==> config.mk <==
export PLATFORM = sky130hd
export DESIGN_NAME = softmax_norm
export DESIGN_NICKNAME = d
export VERILOG_FILES = /design/src/rtl/softmax_norm.sv
export SDC_FILE = /design/constraint.sdc
export NUM_CORES = 1
export LEC_CHECK = 0
export CAP_MARGIN = 20
export CORE_MARGIN = 1.5
export CORE_UTILIZATION = 50
export DETAILED_ROUTE_END_ITERATION = 10
export HOLD_SLACK_MARGIN = 0.08
export PLACE_DENSITY = 0.8
export SLEW_MARGIN = 20
export SYNTH_ARGS = -nofsm -noshare
export SYNTH_HDL_FRONTEND = slang
export SYNTH_SLANG_ARGS = --single-unit
==> constraint.sdc <==
create_clock -name clk -period 2.3 [get_ports clk]
set_input_delay 0.575 -clock clk [delete_from_list [all_inputs] [get_ports clk]]
set_output_delay 0.575 -clock clk [all_outputs]
set_load 0.01 [all_outputs]
==> src/rtl/softmax_norm.sv <==
// Softmax normalisation stage: buffers a group of clamped e^x scores, sums them,
// then emits each score divided by the group sum as an unsigned Q0.8 weight.
module softmax_norm #(
  parameter int N_SCORES = 4
) (
  input  logic       clk,
  input  logic       rst,
  input  logic [7:0] s_data,
  input  logic       s_vld,
  output logic       s_rdy,
  output logic [7:0] m_data,
  output logic       m_vld,
  input  logic       m_rdy,
  output logic       m_last,
  output logic       busy
);

  localparam int IDX_W = $clog2(N_SCORES);
  localparam int SUM_W = 7 + IDX_W;
  localparam logic [IDX_W-1:0] LAST_IDX = IDX_W'(N_SCORES - 1);

  typedef enum logic [1:0] {
    COLLECT = 2'd0,
    DIVIDE  = 2'd1,
    OUTPUT  = 2'd2
  } state_t;

  state_t           state;
  logic [6:0]       score_buf [N_SCORES];
  logic [IDX_W-1:0] wr_idx;
  logic [IDX_W-1:0] rd_idx;
  logic [SUM_W-1:0] sum;
  logic [SUM_W-1:0] rem;
  logic [8:0]       quo;
  logic [3:0]       cnt;

  logic [6:0]       clamped;
  logic [6:0]       cur;
  logic [SUM_W:0]   trial;
  logic             ge;
  logic [SUM_W-1:0] rem_next;
  logic [8:0]       quo_next;
  logic [7:0]       result;

  assign s_rdy = (state == COLLECT);
  assign m_vld = (state == OUTPUT);
  assign busy  = (state != COLLECT);

  // Input clamp and one restoring-division step; quo doubles as the dividend
  // low-bit shifter, so after nine steps it holds the 9-bit quotient.
  always_comb begin
    clamped  = 7'd0;
    rem_next = rem;
    result   = 8'd0;
    if (s_data[7]) begin
      clamped = 7'd0;
    end else begin
      clamped = s_data[6:0];
    end
    cur   = score_buf[rd_idx];
    trial = {rem, quo[8]};
    ge    = (trial >= {1'b0, sum});
    if (ge) begin
      rem_next = trial[SUM_W-1:0] - sum;
    end else begin
      rem_next = trial[SUM_W-1:0];
    end
    quo_next = {quo[7:0], ge};
    if (sum == {SUM_W{1'b0}}) begin
      result = 8'd0;
    end else if (quo_next[8]) begin
      result = 8'hFF;
    end else begin
      result = quo_next[7:0];
    end
  end

  // Score buffer write; contents need no reset.
  always_ff @(posedge clk) begin
    if (s_rdy && s_vld) begin
      score_buf[wr_idx] <= clamped;
    end
  end

  // Control FSM with accumulator, divider registers and output registers.
  always_ff @(posedge clk or posedge rst) begin
    if (rst) begin
      state  <= COLLECT;
      sum    <= {SUM_W{1'b0}};
      wr_idx <= {IDX_W{1'b0}};
      rd_idx <= {IDX_W{1'b0}};
      rem    <= {SUM_W{1'b0}};
      quo    <= 9'd0;
      cnt    <= 4'd0;
      m_data <= 8'd0;
      m_last <= 1'b0;
    end else begin
      case (state)
        COLLECT: begin
          if (s_vld) begin
            sum    <= sum + {{IDX_W{1'b0}}, clamped};
            wr_idx <= wr_idx + IDX_W'(1);
            if (wr_idx == LAST_IDX) begin
              state  <= DIVIDE;
              rd_idx <= {IDX_W{1'b0}};
              cnt    <= 4'd0;
            end
          end
        end
        DIVIDE: begin
          if (cnt == 4'd0) begin
            // Initial partial remainder is score>>1, always below a nonzero sum.
            rem <= {{(SUM_W-6){1'b0}}, cur[6:1]};
            quo <= {cur[0], 8'h00};
            cnt <= 4'd1;
          end else begin
            if (sum != {SUM_W{1'b0}}) begin
              rem <= rem_next;
              quo <= quo_next;
            end
            if (cnt == 4'd9) begin
              m_data <= result;
              m_last <= (rd_idx == LAST_IDX);
              state  <= OUTPUT;
            end else begin
              cnt <= cnt + 4'd1;
            end
          end
        end
        OUTPUT: begin
          if (m_rdy) begin
            m_last <= 1'b0;
            if (rd_idx == LAST_IDX) begin
              sum    <= {SUM_W{1'b0}};
              wr_idx <= {IDX_W{1'b0}};
              rd_idx <= {IDX_W{1'b0}};
              state  <= COLLECT;
            end else begin
              rd_idx <= rd_idx + IDX_W'(1);
              cnt    <= 4'd0;
              state  <= DIVIDE;
            end
          end
        end
        default: begin
          state <= COLLECT;
        end
      endcase
    end
  end

endmodule

### Word-level counts from Yosys, hierarchy flattened

Memory sizes are Yosys's and may differ from the RTL's.
Index checks and enable logic that the tools add are counted.

| storage, ports and cells | value |
|---|---|
| register bits | 46 |
| memory bits (writable) | 28 |
| input port bits | 12 |
| output and inout port bits | 12 |
| logic and storage cells | 88 |
| memories kept | 1 |

Memory list:

| name | words | width | read ports | clocked after Yosys merged registers in | write ports | line | source |
|---|---|---|---|---|---|---|---|
| score_buf | 4 | 7 | 1 | 0 | 1 | 29 | `logic [6:0] score_buf [N_SCORES];` |

| operators by class | value |
|---|---|
| $add $sub $neg | 5 |
| $lt $le $gt $ge | 1 |
| equality and inequality tests | 13 |
| multiplexer cells | 41 |
| bitwise gates (word level) | 1 |
| reductions and logical operators | 17 |

Operators by type and width:

| cell | count |
|---|---|
| $mux W9 | 8 |
| $mux W2 | 12 |
| $mux W4 | 6 |
| $pmux W9 S2 | 1 |
| $mux W8 | 2 |
| $pmux W4 S3 | 1 |
| $reduce_and A4 Y1 | 3 |
| $ge A10 B9 Y1 | 1 |
| $add A9 B7 Y9 | 1 |
| $logic_not A9 Y1 | 1 |
| $reduce_bool A9 Y1 | 1 |
| $sub A9 B9 Y9 | 1 |
| $ne A2 B2 Y1 const B | 4 |
| $pmux W2 S2 | 2 |
| $reduce_bool A2 Y1 | 4 |
| $mux W7 | 1 |
| $eq A2 B2 Y1 const B | 3 |
| $mux W1 | 6 |
| $ne A2 B1 Y1 const B | 3 |
| $pmux W2 S3 | 1 |
| $reduce_and A6 Y1 | 1 |
| $reduce_and A5 Y1 | 1 |
| $add A2 B1 Y2 const B | 2 |
| $add A4 B1 Y4 const B | 1 |
| 11 further kinds | 11 |

### Depth between registers and ports, before layout

| logic depth | value |
|---|---|
| word-level depth | 4 |
| mapped depth | 11 |
| mapped depth without buffers | 10 |

### Worst setup path after synthesis

Ideal clock, no wire load.

| timing | value |
|---|---|
| path type | input to register |
| from | input s_data[0] |
| to | register sum[6] |
| library setup time | 0.122 ns |
| data arrival time | 2.202 ns |
| data required time | 2.178 ns |
| slack | -0.024 ns |
| stages | 10 |
| path buffers | 0 |
| cell sequence | nor2b_1 > ha_1 > inv_1 > fa_1 > nor2b_1 > o21a_1 > o21ai_2 > a21boi_1 > o21ai_0 > a32o_1 |

| between the ends | value |
|---|---|
| longest elaborated chain between the ends | 4 |

Ends and longest elaborated chain:

| item | line | source |
|---|---|---|
| start, declared | 8 | `input logic [7:0] s_data,` |
| $mux W7 | 55 | `if (s_data[7]) begin` |
| $add A9 B7 Y9 | 101 | `sum <= sum + {{IDX_W{1'b0}}, clamped};` |
| $mux W9 | 100 | `if (s_vld) begin` |
| $pmux W9 S2 | 98 | `case (state)` |
| end signal, assigned | 89 | `sum <= {SUM_W{1'b0}};` |
| end signal, assigned | 101 |  |
| end signal, assigned | 134 | `sum <= {SUM_W{1'b0}};` |
| end, declared | 32 | `logic [SUM_W-1:0] sum;` |

No other way between the ends. The select of a mux whose other input is x is not followed.
A chain may end at the register's enable or synchronous reset.

### Worst setup path after layout

| timing | value |
|---|---|
| from | register quo[8] |
| to | register rem[0] |

| between the ends | value |
|---|---|
| longest elaborated chain between the ends | 4 |
| elaborated cells between the ends (all ways) | 5 |
| classes of those cells | 1 x add/sub; 1 x order compare; 3 x mux |

Ends and longest elaborated chain:

| item | line | source |
|---|---|---|
| start, declared | 34 | `logic [8:0] quo;` |
| start signal, assigned | 114 | `quo <= {cur[0], 8'h00};` |
| start signal, assigned | 119 | `quo <= quo_next;` |
| $sub A9 B9 Y9 / $ge A10 B9 Y1 (equally long branches) | 64, 62 |  |
| $mux W9 * | 63 | `if (ge) begin` |
| $mux W9 * | 117 | `if (sum != {SUM_W{1'b0}}) begin` |
| $mux W9 * | 111 | `if (cnt == 4'd0) begin` |
| end signal, assigned | 92 | `rem <= {SUM_W{1'b0}};` |
| end signal, assigned | 113 | `rem <= {{(SUM_W-6){1'b0}}, cur[6:1]};` |
| end signal, assigned | 118 | `rem <= rem_next;` |
| end, declared | 33 | `logic [SUM_W-1:0] rem;` |

Every way passes the cells marked *; elsewhere a longest branch is shown, timed or not. The select of a mux whose other input is x is not followed.

==> results.ini <==
[power_and_ir_drop]
switchingPower_mw=2.56
p_total_mw=6.46
power_leakage_nw=2.10
switching_share_pct=39.6
vdd_drop_max_v=0.000642
seqPwrFrac_pct=32.8
power.internal_mw=3.90
power_density_nw_per_um2=1340
combPwrFrac_pct=51.2
p_clk_share_pct=16.0

[global_routing]
grt_usage_pct=21.8
grt_overflow_total=0
grt_pass1_vias=2904
grt_max_degree=47
grt_pass1_wl_mm=14.0
antenna_found_initial=0

[sta]
fmax_mhz=440
setup_viol_count_final=0
hold_violations=0
maxSlewViolCount=0
relSlewSlack_pct=65.1
tightest_slew_ps=521
rsz0062_at_grt=true
finalClockSkew_ps=13.7
layout_min_cycle_time_ps=2270
whs_ps=477
layout_worst_path_cycle_share_pct=98.8

[clock_network]
hold_buffers=0
cts.clk_slew.worst_paths_ps=80
clock_path_buffers=2
cts_tree=done
cts_made_buffers=9
cts-root-buf=clkbuf_8
clkSinkCount=74
insertion_delay_ps=360
cts_max_level=3

[die]
initial_utilization_pct=51.1
rows=32
dieArea_sq_um=8360
die_width_um=91.4
coreArea_sq_um=7650
die_h_um=91.4
pin_count=24

[critical_path]
crit_end=rem[0]$_DFFE_PP0P_
critPathKind=reg -> reg
crit_start=quo[8]$_DFFE_PP0P_
critical-path-slowest-cell=fa_2
cp.buffers_inverters=2
cpPeakStageDelay_ps=420
rr_endpoint=rem[0]$_DFFE_PP0P_
r2r_start=quo[8]$_DFFE_PP0P_
cpMostUsedCell=inv_2
rrSetupSlack_ps=30
rr_worst_depth=10
start_kind=flop
cp_cell_sequence=inv_2 > ha_4 > inv_2 > fa_2 > a211oi_4 > nor2_2 > a31oi_2 > o21ai_2 > mux2i_1 > a221o_1
required_ps=2530
cp.depth=10
cp.arrival_ps=2510
cp_max_fo=3
end_kind=flop
cpLargestDelayFamily=compound AO/OA/AOI/OAI gates

[layout]
nets=442
instances_no_fill=511
drive_above_1_share_pct=22.7
diodes=0
area_delta_synth_final_pct=23.3

[placed_design]
dpl.hpwl_mm=5.97
gp_congestion=0.938
dp_cells=490
io_buffers=23

[synthesis]
seq_area_frac_synth_pct=50.9
synth_edf_count=28
synth_area_sq_um=3910
ys_warn_count=0
syn_inst=342
syn_nets=380
synth_seq_cells=74
synth_cell_types=55
synthArstFlopShare_pct=62.2
synthFlopType=dfrtp_1
avgSynthCellArea_sq_um=11.4

[route]
wl_mm=8.43
ant_nets=0
first_pass_iters=4
drc_errors=0
initialDrtViolationCount=155
num_vias=2875
via_per_inst=5.63
wl_per_cell_um=16.5

[run]
drv_cap=0

[run_status]
status=complete, no violations

[worst_hold_path]
hold_path_class=reg -> reg

==> per-layer routing <==
metal / up-vias / GRT usage, % / wire, um
met4: 0 / 7.29 / 174
met5: - / 0 / 0
met1: 1401 / 27.4 / 3640
li1: 1379 / - / -
met3: 16 / 4.86 / 381
met2: 79 / 37.1 / 4240
==> power by group through the flow <==
stage	registers [mW]	clock network, mW	logic (mW)
global placement	2.10	0	2.93
global route	2.17	1.09	3.66
finish	2.12	1.03	3.31
CTS	2.11	1.04	3.09
detailed placement	2.13	0	3.04
floorplan	2.03	0	2.24
==> cell type report <==
class,count,area (sq um)
well taps,102,128
clock inverters,4,28.8
multi-input cells,234,1870
flip-flops and latches,74,1990
fillers,575,2830
clock buffers,12,176
inverters,23,86.3
repair buffers,62,542
==> synthesized netlist by cell type (all sizes together), types with 8 or more instances <==
library cell | count | area [sq um]
a21oi | 10 | 50.1
and3 | 8 | 50.1
buf | 8 | 57.6
dfrtp | 46 | 1150
edfxtp | 28 | 841
ha | 24 | 300
inv | 23 | 86.3
mux2i | 10 | 100
nand2 | 33 | 124
nor2 | 9 | 38.8
nor2b | 9 | 56.3
o21ai | 42 | 229
xor2 | 8 | 70.1
==> kinds of logic (layout without fill, tap and decap cells) <==
family	Yosys count	after routing	synth area share, %
compound gates	90	90	15.2
simple gates	88	88	11.6
flops	74	74	50.9
fa+ha+maj	26	26	8.70
mux	18	18	6.88
buf+inv	34	101	3.97
xor+xnor	12	12	2.69
==> stage by stage <==
step | worst slack, ps | utilization (%) | cell area, sq um | setup TNS, ps
4_1_cts | 19.0 | 62.0 | 4740 | 0
6_report | 26.5 | 63.0 | 4820 | 0
5_1_grt | -52.4 | 63.0 | 4820 | -164
3_3_place_gp | -445 | 58.5 | 4470 | -2210
3_5_place_dp | -557 | 58.5 | 4470 | -2750
2_1_floorplan | 42.1 | - | 3910 | 0
==> how the worst min path moves through the flow <==
stage                                startpoint                    end  slack, ps  cells after the start
after floorplan              quo[0]$_DFFE_PP0P_     quo[0]$_DFFE_PP0P_        460                      2
final                     m_data[6]$_DFFE_PP0P_  m_data[6]$_DFFE_PP0P_        480                      2
after detailed placement  m_data[5]$_DFFE_PP0P_  m_data[5]$_DFFE_PP0P_        470                      2
after global routing      m_data[5]$_DFFE_PP0P_  m_data[5]$_DFFE_PP0P_        500                      2
after global placement    m_data[2]$_DFFE_PP0P_  m_data[2]$_DFFE_PP0P_        460                      2
after CTS                 m_data[6]$_DFFE_PP0P_  m_data[6]$_DFFE_PP0P_        490                      2
==> cells in the final DEF, fill, tap and decap left out, types with 7 or more instances in the layout <==
master	synthesis	final
mux2i_1	10	9
nor2b_1	9	7
a22o_1	7	7
a21oi_1	10	7
edfxtp_1	28	28
xor2_1	8	8
buf_4	2	36
and3_1	8	8
nor2_1	7	7
dfrtp_1	46	45
nand3_1	7	7
mux4_2	7	7
nand2_1	33	33
o21ai_0	28	27
clkbuf_8	0	11
o21ai_1	11	11
inv_1	23	19
ha_1	24	21
clkdlybuf4s50_1	0	20
==> worst min-delay path, cell delays in order (launching register included) <==
cell and delay, ps:
dfrtp_1 350, nand2_1 40, o21ai_0 50
==> registers in the layout, summed over array words and instances (netlist names) <==
name / cells
score_buf: 28
quo: 9
rem: 9
sum: 9
m_data: 8
cnt: 4
rd_idx: 2
state: 2
wr_idx: 2
m_last: 1
==> timing repair <==
action / in CTS / in global routing
gates resized for setup: 15 / 16
setup buffers: 3 / 2
gates cloned: 0 / 0
pin swaps: 11 / 8
endpoints found under the setup margin: 10 / 15
hold endpoints to repair: 0 / 0
No activity file was read; power rests on OpenSTA's default activity.
==> patch 1, RTL diff (same settings) <==
Encoding of `state_t`: now one-hot (3 bits for 3 states).
--- a/src/rtl/softmax_norm.sv
+++ b/src/rtl/softmax_norm.sv
@@ -19,10 +19,10 @@
   localparam int SUM_W = 7 + IDX_W;
   localparam logic [IDX_W-1:0] LAST_IDX = IDX_W'(N_SCORES - 1);
 
-  typedef enum logic [1:0] {
-    COLLECT = 2'd0,
-    DIVIDE  = 2'd1,
-    OUTPUT  = 2'd2
+  typedef enum logic [2:0] {
+    COLLECT = 3'b001,
+    DIVIDE  = 3'b010,
+    OUTPUT  = 3'b100
   } state_t;
 
   state_t           state;
Function: same outputs for any inputs over 10 cycles, from zero or initial values and one cycle with rst high; not proved beyond that.
==> patch 1 against the original RTL <==
- sequential share of layout area fell by 1.9 points
- maximum frequency rose by 0.12%
- sequential cell count rose by 1
- clock power rose by 12%
- global-route usage rose by 2.2 points
- routed wire length rose by 15%
- first-iteration DRC count rose by 64%
- utilization rose by 2.1 points
- setup slack improved by 0.0026 ns
- cell area rose by 6.1%
- combinational power rose by 21%
- power rose by 10%
- area after synthesis rose by 5.6%
- largest cell class is now multi-input gates
==> patch 1: results (changes against the original RTL) <==
stage	metric	value	unit	change
cells_and_area	multi_input_cells	260		+11%
placed_design	dpl.hpwl	6570	µm	+9.9%
timing	relSlewSlack	0.683		+0.0322
global_route	use_met1	0.300		+0.0264
global_route	grt_use_total	0.240		+0.0223
worst_hold_path	worstHoldStart	m_data[7]$_DFFE_PP0P_		
cells_and_area	buffers	70		+13%
power	p_int	4.19	mW	+7.5%
critical_path	r2r_start	sum[0]$_DFFE_PP0P_		
critical_path	arrival	1.70	ns	-0.81 ns
clock_tree	post_cts_buffers	2		-1
cells_and_area	design.seq.count	75		+1.4%
drt	met3_length	413	µm	+8.4%
global_route	grt_util_met2	0.406		+0.0358
cells_and_area	fin_cells	548		+7.2%
outcome	status	complete, no violations		
die	die_w	93.9	µm	+2.7%
drt	wirelength_met1	4200	µm	+15%
cells_and_area	fillers	613		+6.6%
placed_design	gp_congestion	0.893		-4.7%
power	powerSeq	1.98	mW	-7%
critical_path	r2r_slack	0.05	ns	+0.02 ns
cells_and_area	multi_input_area	0.00204	mm²	+9.2%
cells_and_area	multi_input_area_share	0.399		+0.0113
cells_and_area	drive_above_1_share	0.231		+0.00356
synthesis	ys_types	65		+18%
global_route	grt_max_degree	48		+2.1%
critical_path	r2r-end	rem[2]$_DFFE_PP0P_		
global_route	grt_pass1_wl	16100	µm	+15%
placed_design	dp.cells	523		+6.7%
cells_and_area	clkCellAreaFrac	0.0436		+0.000989
placed_design	place_area	0.00472	mm²	+5.6%
power	p_leak	2.16	nW	+2.7%
global_route	grt_pass1_vias	3254		+12%
critical_path	critPathCapture	busy		
cells_and_area	fin_nets	479		+8.4%
drt	wirelength	9670	µm	+15%
timing	holdWs	0.489	ns	+0.0116 ns
drt	via_per_inst	5.96		+6.0%
global_route	grt_util_met3	0.0518		+0.00320
power	pg_clk	1.15	mW	+12%
drt	wl_met2	4780	µm	+13%
cells_and_area	sh_seq_area	0.395		-0.0185
synthesis	synthTopCellsByArea	dfrtp_1, edfxtp_1, ha_1		
drt	drt_pass1_iterations	5		+1
drt	drt_iter0_markers	254		+64%
cells_and_area	num-nonclk-inverters	25		+8.7%
power	ir_worst_vdd	0.000591	V	-8.0%
synthesis	async_flop_share	0.627		+0.00505
synthesis	ys_seq_area_frac	0.489		-0.0206
placed_design	place_ws	-0.484	ns	+0.0734 ns
## patch 1: cell count changes in the layout (fill, tap and decap cells not counted), sizes merged, moves of 3 or more
cell	unedited run	this run
xnor2	4	1
mux2i	10	6
xor2	8	5
and3	8	4
nand2b	3	8
o21ai	42	35
o21a	2	5
a22o	7	11
nor2	9	12
clkbuf	12	9
a21oi	10	26
buf	39	47
o22ai	1	10
## patch 1: worst max-delay path: stages, from the launching register on
cell and delay, ns:
dfstp_2 0.57, nor3b_4 0.22, inv_1 0.08, clkdlybuf4s50_1 0.48
## patch 1: cell families (layout without fill, tap and decap cells)
logic type	after synthesis	in the layout	synth area share
AOI/OAI and AO/OA	119	119	0.192
xor gates and xnor gates	6	6	0.0127
adders and majority gates	26	26	0.0824
buffers and inverters	38	111	0.0418
DFF	75	75	0.489
muxes	14	14	0.0554
and+or+nand+nor	95	95	0.127
==> patch 2, RTL diff (config.mk and constraints unchanged) <==
Without the edit above. The parameter `N_SCORES` goes from 4 to 8.
--- a/src/rtl/softmax_norm.sv
+++ b/src/rtl/softmax_norm.sv
@@ -1,7 +1,7 @@
 // Softmax normalisation stage: buffers a group of clamped e^x scores, sums them,
 // then emits each score divided by the group sum as an unsigned Q0.8 weight.
 module softmax_norm #(
-  parameter int N_SCORES = 4
+  parameter int N_SCORES = 8
 ) (
   input  logic       clk,
   input  logic       rst,
Function: changed (Yosys sat finds a counterexample within 10 cycles, from zero or initial values and one cycle with rst high).
==> patch 2 against the original RTL <==
- the flow now finishes with violations (negative setup slack)
- area after synthesis rose by 39%
- sequential cell count grew 32
- power is 28% higher
- routed wire length rose by 49%
- cell area is 34% higher
- via count rose by 42%
- setup slack lost 0.032 ns
- clock power rose by 13%
- critical path type unchanged
- critical endpoint is now rem[8]$_DFFE_PP0P_
- largest power group unchanged
==> patch 2: results (changes against the original RTL) <==
stage	metric	value	unit	change
critical_path	critPathCapture	rem[8]$_DFFE_PP0P_		
synthesis	synth-edff-count	56		+100%
drt	drt_iter0_markers	420		+170%
synthesis	yosys-top-cells-count	edfxtp_1, dfrtp_1, o21ai_0		
placed_design	gp_congestion	0.847		-9.7%
global_route	use_met1	0.326		+0.0524
clock_tree	ctsHtreeMaxLevel	3		unchanged
global_route	antenna_found_initial	0		unchanged
timing	finClkSkew	0.0136	ns	-0.0000191 ns
drt	dr_total_vias	4078		+42%
critical_path	reg2reg_depth	7		-3
cells_and_area	fin_nets	566		+28%
placed_design	place_area	0.00619	mm²	+39%
clock_tree	ctsLongestPathBuffers	2		unchanged
synthesis	ys_types	67		+22%
clock_tree	numCtsBuffers	9		unchanged
global_route	grt_max_degree	27		-43%
outcome	violations	negative setup slack		
global_route	grt_use_total	0.234		+0.0167
worst_hold_path	hold_path_class	register to register		
power	p_int	4.74	mW	+21%
synthesis	synth_nets	491		+29%
worst_hold_path	worstHoldStart	m_data[4]$_DFFE_PP0P_		
critical_path	crit_fanout	4		+1
timing	worst_pin_slew	0.847	ns	+0.326 ns
drt	wirelength	12600	µm	+49%
global_route	grt_pass1_wl	20400	µm	+45%
cells_and_area	drive_above_1_share	0.216		-0.0116
synthesis	async_flop_share	0.472		-0.150
global_route	grt_util_met3	0.0539		+0.00530
drt	drt_pass1_iterations	5		+1
timing	setup_violations	1		+1
cells_and_area	fillers	811		+41%
clock_tree	clkTransAtPathRegs	0.12	ns	+0.04 ns
outcome	status	finished with violations		
clock_tree	post_cts_buffers	0		-3
synthesis	ys_seq_area_frac	0.540		+0.0304
power	p_leak	2.55	nW	+22%
critical_path	arrival	2.61	ns	+0.10 ns
global_route	grt_pass1_vias	3984		+37%
worst_hold_path	hold_path_depth	2		unchanged
power	ir_worst_vdd	0.000506	V	-21%
cells_and_area	reg_top3	score_buf: 56 flops, rem: 10 flops, sum: 10 flops		
synthesis	synthTopCellsByArea	edfxtp_1, dfrtp_1, mux4_2		
clock_tree	insertion_delay	0.39	ns	+0.03 ns
placed_design	dpl.hpwl	9250	µm	+55%
timing	setup_slack	-0.00514	ns	-0.0316 ns
critical_path	crit_start	sum[0]$_DFFE_PP0P_		
global_route	grt_util_met2	0.355		-0.0153
synthesis	synth_top_cell_area_share	0.309		+0.0152
-- patch 2: cell count changes in the layout (fill, tap and decap cells not counted), sizes merged, moves of 7 or more --
cell and change:
mux4 +7, and3 -7, nor2 +18, edfxtp +28, buf +18, nand3 +7
-- patch 2: cells by family after synthesis --
family                   count (synthesis)  synth area share
AO/OA/AOI/OAI                          127             0.161
XOR/XNOR                                 8            0.0129
adder cells (fa/ha/maj)                 26            0.0626
buffers and inverters                   40            0.0352
flip-flops                             106             0.540
multiplexers                            22            0.0732
AND/OR/NAND/NOR                        124             0.115
-- patch 2: area by class of cell --
class,instances,share of cell area
multi-input cells,307,0.370
inverters,24,0.0139
clock inverters,7,0.0116
clock buffers,9,0.0191
repair buffers,80,0.105
well taps,136,0.0263
flip-flops and latches,106,0.454
-- patch 2: worst max-delay path, stage by stage (launching register included) --
cell,delay (ns)
dfrtp_1,0.47
ha_1,0.27
fa_1,0.41
nand2b_1,0.20
a211oi_1,0.40
or4_1,0.18
a22oi_1,0.08
o31ai_1,0.22
-- patch 2: power groups by stage --
stage | clock network [mW] | registers (mW) | logic, mW
after global placement | 0 | 2.76 | 3.93
after floorplan | 0 | 2.70 | 2.94
after CTS | 1.17 | 2.76 | 4.13
after detailed placement | 0 | 2.79 | 4.07
final | 1.16 | 2.79 | 4.33
after global routing | 1.25 | 2.83 | 4.72
-- patch 2: how the worst min path moves through the flow --
stage	end	slack [ns]
floorplan	quo[8]$_DFFE_PP0P_	0.46
finish	m_data[4]$_DFFE_PP0P_	0.49
detailed placement	m_data[4]$_DFFE_PP0P_	0.47
global placement	m_data[1]$_DFFE_PP0P_	0.46
CTS	m_data[4]$_DFFE_PP0P_	0.49
global route	m_data[4]$_DFFE_PP0P_	0.52
-- patch 2: what timing repair did --
item / CTS / global route
setup endpoints to repair: 8 / 10
gates cloned: 0 / 0
resized for setup: 8 / 9
hold endpoints to repair: 0 / 0
pin swaps: 2 / 1
-- patch 2: through the flow --
| stage | instances | worst slack, ns | hold slack, ns | util | setup TNS (ns) |
|---|---|---|---|---|---|
| 2_1_floorplan | 453 | 0.0457 | 0.456 | - | 0 |
| 3_3_place_gp | 653 | -0.412 | 0.462 | 0.595 | -3.14 |
| 3_5_place_dp | 653 | -0.531 | 0.470 | 0.595 | -4.29 |
| 4_1_cts | 669 | 0.0207 | 0.494 | 0.616 | 0 |
| 5_1_grt | 669 | -0.0460 | 0.523 | 0.621 | -0.128 |
| 6_report | 669 | -0.00514 | 0.491 | 0.621 | -0.00514 |
-- patch 2: layer usage --
metal  wire (µm)  up-vias
met5           0        -
li1            -     1868
met1        5530     1995
met3         885       37
met2        5760      178
met4         414        0
